## src/rtl/tick_pwm_pkg.sv

```systemverilog
// tick_pwm_pkg: shared types and constants for the tick-driven PWM generator.
package tick_pwm_pkg;

   // Run state of the PWM engine
   typedef enum logic [1:0] {
      IDLE = 2'd0,
      RUN  = 2'd1,
      STOP = 2'd2
   } state_t;

   // Bit positions of the clock-divider taps inside div_tap; also the sel encoding
   localparam logic [1:0] TAP_DIV2  = 2'd0;
   localparam logic [1:0] TAP_DIV4  = 2'd1;
   localparam logic [1:0] TAP_DIV8  = 2'd2;
   localparam logic [1:0] TAP_DIV16 = 2'd3;

   localparam int NUM_TAPS = 4;

endpackage

```

## src/rtl/tap_edge_detect.sv

```systemverilog
// tap_edge_detect: registered rising-edge detector for the four divider taps.
// o_rise is high in the cycle a tap is seen high after being low the cycle before.
module tap_edge_detect
   import tick_pwm_pkg::*;
(
   input  logic                clk,
   input  logic                rst,
   input  logic [NUM_TAPS-1:0] i_tap,
   output logic [NUM_TAPS-1:0] o_rise
);

   logic [NUM_TAPS-1:0] r_tap_q;

   // Previous-cycle copy of the taps
   always_ff @(posedge clk or posedge rst) begin
      if (rst) r_tap_q <= '0;
      else     r_tap_q <= i_tap;
   end

   assign o_rise = i_tap & ~r_tap_q;

endmodule

```

## src/rtl/tick_pwm_gen.sv

```systemverilog
// tick_pwm_gen: selects one divider tap as step rate and drives a CW-bit PWM.
// Duty and rate changes are applied only at period wraps (or while idle) so a
// period is never truncated. Optional sticky interrupt: define TICK_PWM_IRQ_EN
// to add the irq/irq_clr ports.
module tick_pwm_gen
   import tick_pwm_pkg::*;
#(
   parameter int CW = 8
) (
   input  logic                clk,
   input  logic                rst,
   input  logic [NUM_TAPS-1:0] div_tap,
   input  logic [1:0]          sel,
   input  logic                en,
   input  logic                duty_valid,
   input  logic [CW-1:0]       duty,
   output logic                duty_ready,
   output logic                tick,
   output logic                pwm_out,
   output logic                period_done
`ifdef TICK_PWM_IRQ_EN
   ,
   output logic                irq,
   input  logic                irq_clr
`endif
);

   localparam logic [CW-1:0] CNT_MAX = '1;

   state_t              r_state, w_state_nxt;
   logic [CW-1:0]       r_cnt, w_cnt_nxt;
   logic [CW-1:0]       r_duty_act, w_duty_nxt;
   logic [CW-1:0]       r_shadow;
   logic                r_full;
   logic [1:0]          r_sel_act;
   logic                r_tick, r_pwm, r_pd;
   logic [NUM_TAPS-1:0] w_rise;
   logic                w_run, w_adv, w_wrap, w_apply, w_accept, w_pwm_nxt;

   tap_edge_detect u_edge (
      .clk    (clk),
      .rst    (rst),
      .i_tap  (div_tap),
      .o_rise (w_rise)
   );

   assign w_run    = (r_state != IDLE);
   assign w_adv    = r_tick & w_run;
   assign w_wrap   = w_adv & (r_cnt == CNT_MAX);
   // Shadow duty and rate select are committed at a wrap, or freely while idle
   assign w_apply  = w_wrap | ~w_run;
   assign w_accept = duty_valid & ~r_full;

   // Next run state; a STOP that sees en again resumes without restarting the period
   always_comb begin
      w_state_nxt = r_state;
      case (r_state)
         IDLE:    if (en) w_state_nxt = RUN;
         RUN:     if (!en) w_state_nxt = STOP;
         STOP: begin
            if (en)          w_state_nxt = RUN;
            else if (w_wrap) w_state_nxt = IDLE;
         end
         default: w_state_nxt = IDLE;
      endcase
   end

   // Next counter value; held at zero while idle
   always_comb begin
      w_cnt_nxt = r_cnt;
      if (!w_run)     w_cnt_nxt = '0;
      else if (w_adv) w_cnt_nxt = r_cnt + 1'b1;
   end

   assign w_duty_nxt = (w_apply & r_full) ? r_shadow : r_duty_act;
   // PWM computed from next-state values so it lines up with the counter
   assign w_pwm_nxt  = (w_state_nxt != IDLE) && (w_cnt_nxt < w_duty_nxt);

   // Core state: FSM, counter, active duty/rate and registered outputs
   always_ff @(posedge clk or posedge rst) begin
      if (rst) begin
         r_state    <= IDLE;
         r_cnt      <= '0;
         r_duty_act <= '0;
         r_sel_act  <= TAP_DIV2;
         r_tick     <= 1'b0;
         r_pwm      <= 1'b0;
         r_pd       <= 1'b0;
      end else begin
         r_state    <= w_state_nxt;
         r_cnt      <= w_cnt_nxt;
         r_duty_act <= w_duty_nxt;
         if (w_apply) r_sel_act <= sel;
         r_tick     <= w_run & w_rise[r_sel_act];
         r_pwm      <= w_pwm_nxt;
         r_pd       <= w_wrap;
      end
   end

   // Duty shadow register; an accept always targets an empty shadow, so it
   // never collides with the commit that empties it
   always_ff @(posedge clk or posedge rst) begin
      if (rst) begin
         r_full   <= 1'b0;
         r_shadow <= '0;
      end else if (w_accept) begin
         r_full   <= 1'b1;
         r_shadow <= duty;
      end else if (w_apply) begin
         r_full   <= 1'b0;
      end
   end

   assign duty_ready  = ~r_full;
   assign tick        = r_tick;
   assign pwm_out     = r_pwm;
   assign period_done = r_pd;

`ifdef TICK_PWM_IRQ_EN
   logic r_irq;

   // Sticky period interrupt; a set in the same cycle as a clear wins
   always_ff @(posedge clk or posedge rst) begin
      if (rst)          r_irq <= 1'b0;
      else if (w_wrap)  r_irq <= 1'b1;
      else if (irq_clr) r_irq <= 1'b0;
   end

   assign irq = r_irq;
`endif

endmodule

```

## config.mk

```make
export PLATFORM = sky130hd
export DESIGN_NAME = tick_pwm_gen
export DESIGN_NICKNAME = d
export VERILOG_FILES = /design/src/rtl/tick_pwm_pkg.sv /design/src/rtl/tap_edge_detect.sv /design/src/rtl/tick_pwm_gen.sv
export SDC_FILE = /design/constraint.sdc
export NUM_CORES = 1
export LEC_CHECK = 0
export ABC_AREA = 1
export CAP_MARGIN = 20
export CORE_MARGIN = 2
export CORE_UTILIZATION = 55
export CTS_BUF_LIST = sky130_fd_sc_hd__clkbuf_16
export DETAILED_ROUTE_END_ITERATION = 8
export DONT_BUFFER_PORTS = 1
export PLACE_DENSITY = 0.7
export RECOVER_POWER = 25
export SLEW_MARGIN = 20
export SYNTH_ARGS = -nofsm -noshare
export SYNTH_HDL_FRONTEND = slang
export SYNTH_SLANG_ARGS = --single-unit
```

## constraint.sdc

```tcl
create_clock -name clk -period 2.8 [get_ports clk]
set_input_delay 0.56 -clock clk [delete_from_list [all_inputs] [get_ports clk]]
set_output_delay 0.56 -clock clk [all_outputs]
set_load 0.03 [all_outputs]
```

==> out/metrics.cfg <==
[status]
outcome = complete, but fails checks
violations = capacitance limit, slew limit

[timing]
min_period_ns = 2.48
rsz0062_at_grt = false
timing.final.crit_share_pct = 88.7
setup_violations = 0
setup_ws_ns = 0.316
worstMarginPinSlew_ns = 1.84
slew_violations = 37
slew_headroom_pct = -22.7
fmax_mhz = 403
fin_setup_tns_ns = 0
hold_viol = 0
clock_skew_ns = 0.00415

[clock_tree]
cts_hold_buf = 0
clock-root-buffer = clkbuf_16
clkTransAtPathRegs_ns = 0.05
cts_max_level = 2
cts_buffer_depth = 2
post_cts.repair.setup_buffers = 0
cts_tree = done
ctsResizeCount = 0
clock_sinks = 36
cts_buffers = 5
clk_latency_ns = 0.28

[global_route]
grt_pass1_wl_mm = 5.04
grt_max_degree = 37
grt_use_total_pct = 19.8
grt_util_met2_pct = 33.4
grt_use_met1_pct = 22.5
antenna_found_initial = 0
grt_overflow_total = 0
grt_busiest_layer = met2
grt_pass1_vias = 1201
use_met3_pct = 4.59

[logic_synthesis]
synth_most_common_cell = dfrtp_1
synth_top_area_share_pct = 53.2
synth-edff-count = 0
ys_seq_area_share_pct = 53.2
yosys-top-cells-count = dfrtp_1 (36), inv_1 (23), nand2_1 (22), nor2_1 (17), ha_1 (8)
synth_ff_type = dfrtp_1
synth.avg_cell_area_um2 = 10.2
async_flop_share_pct = 100
yosys.cell_types.count = 26
yosysTopAreaCell = dfrtp_1
synth_cells = 166
netlist_top_cells_area = dfrtp_1 (53%), ha_1 (5.9%), inv_1 (5.1%), nand2_1 (4.9%), mux2_2 (4.7%)
synth_fp_nets = 192
yosys_register_bits = 36
ys_warn_count = 0
syn_area_um2 = 1690

[critical_path]
cp-end-kind = flip-flop
cp_common_cell = ha_1
path_max_fanout = 9
crit_chain = ha_1, inv_1, nor2_2, nand3_2, nand2_4, nand2_8, inv_2, or2_1, o21ai_2, ha_1, a21oi_1, nor2_1, a211oi_1, o21ai_0, a21oi_2
critPathMaxStageDelay_ns = 0.38
crit_required_ns = 3.01
path_class = reg2reg
start_kind = flip-flop
critPathSlowestCell = dfrtp_1
cp.arrival_ns = 2.69

[die]
core.rowCount = 20
initial_utilization_pct = 56.8
core_region_area_um2 = 2980
io_pins = 22
die_w_um = 59.5
die_h_um = 59.5
die_area_um2 = 3540

[power_and_ir_drop]
fin_total_pwr_w = 0.00158
p_leak_nw = 0.903
ir_drop_uv = 524
power.density_nw_per_um2 = 841

[route]
vias = 1131
post-route-drc-count = 0
drt_iter0_markers = 31
drt_wl_total_mm = 2.85
dr.pass1.iters = 4
ant_nets = 0
routedWlPerCell_um = 13.6
viasPerCell = 5.41

[finish]
layout.cells.non_filler = 209
diodes = 0
multi_input_area_um2 = 694
syn2layout_area_growth_pct = 11.2
register_area_um2 = 901
nNetsFinal = 201
fill_cells = 247
drive_gt1_share_pct = 20.5

[place]
portBuffers = 0
place_inst = 201
pre_cts_slack_ns = 0.359
gp_congestion = 0.859
dpl.hpwl_mm = 2.14

[run]
maxCapViolCount = 1

[min_path]
min_path_type = in2reg

## area by class of cell
| class | instances | area share, % |
|---|---|---|
| Sequential cell | 36 | 47.9 |
| Multi-Input combinational cell | 104 | 36.9 |
| Clock buffer | 5 | 6.65 |
| Inverter | 26 | 5.19 |
| Tap cell | 33 | 2.19 |
| Clock inverter | 3 | 0.598 |
| Timing Repair Buffer | 2 | 0.598 |
## where the power goes
group	internal, W	switching (W)	total (W)
registers	0.000641	0.0000634	0.000704
clock network	0.000319	0.000189	0.000508
logic	0.000157	0.000213	0.000370
total	0.00112	0.000466	0.00158
## critical path: cells and delay by family, from the launching register on
kind,cells,cell delay (ns)
compound gates,5,0.65
flops,1,0.38
fa+ha+maj,2,0.49
buf+inv,2,0.17
simple gates,6,0.72
## sequential cells by signal, indices dropped and copies added, names as in the netlist
signal,cells
period_done,1
r_shadow,8
r_full,1
tick,1
u_edge.r_tap_q,4
r_cnt,8
r_sel_act,2
r_state,2
r_duty_act,8
pwm_out,1
## layer usage
metal	routed length [um]	share of wire (%)
met2	1410	50
met1	1240	44
met3	116	4.1
met4	71	2.5
met5	0	0
## final timing paths
| path | slack, ns | endpoint | startpoint | cells past startpoint |
|---|---|---|---|---|
| min | 0.31 | u_edge.r_tap_q[1]$_DFF_PP0_ | div_tap[1] | 0 |
| min reg2reg | 0.51 | r_duty_act[3]$_DFF_PP0_ | r_shadow[3]$_DFFE_PP0P_ | 2 |
| max reg2reg | 0.32 | pwm_out$_DFF_PP0_ | r_cnt[0]$_DFF_PP0_ | 15 |
| max | 0.32 | pwm_out$_DFF_PP0_ | r_cnt[0]$_DFF_PP0_ | 15 |
| min in group asynchronous | 0.83 | r_shadow[0]$_DFFE_PP0P_ | rst | 2 |
| max in group asynchronous | 0.91 | r_duty_act[3]$_DFF_PP0_ | rst | 2 |
## through the flow
| step | cell area, um^2 | utilization (%) | hold WS (ns) |
|---|---|---|---|
| after floorplan | 1690 | - | 0.470 |
| after global placement | 1750 | 58.7 | 0.493 |
| after detailed placement | 1750 | 58.7 | 0.501 |
| after CTS | 1890 | 63.3 | 0.284 |
| after global routing | 1880 | 63.2 | 0.300 |
| final | 1880 | 63.2 | 0.309 |
## cells by family after synthesis
kind of cell             share of synthesized area [%]
AND/OR/NAND/NOR                                   19.3
AO/OA/AOI/OAI                                     10.6
XOR/XNOR                                         0.517
multiplexers                                      4.66
buffers and inverters                             5.76
adder cells (fa/ha/maj)                           5.91
flip-flops                                        53.2
## layout by cell type (no fill, tap or decap)
cell type  count
o21ai_0        5
dfrtp_1       36
a31oi_1        1
nand2_4        2
nand2_8        1
a21oi_1        7
nor2_2         2
ha_1           8
xor2_1         1
inv_1         25
or2_1          7
buf_4          1
nand2_2        1
nand3_1        2
o21ai_2        7
a211oi_1       2
nor2_1        17
clkbuf_1       1
clkinv_1       1
nand2_1       22
nor3_1         3
a221oi_1       2
clkbuf_16      5
a21oi_2        1
o221a_2        1
and2_2         1
inv_2          3
nor2_4         2
mux2_2         7
nand3_2        2
(Power assumes the default switching activity.)
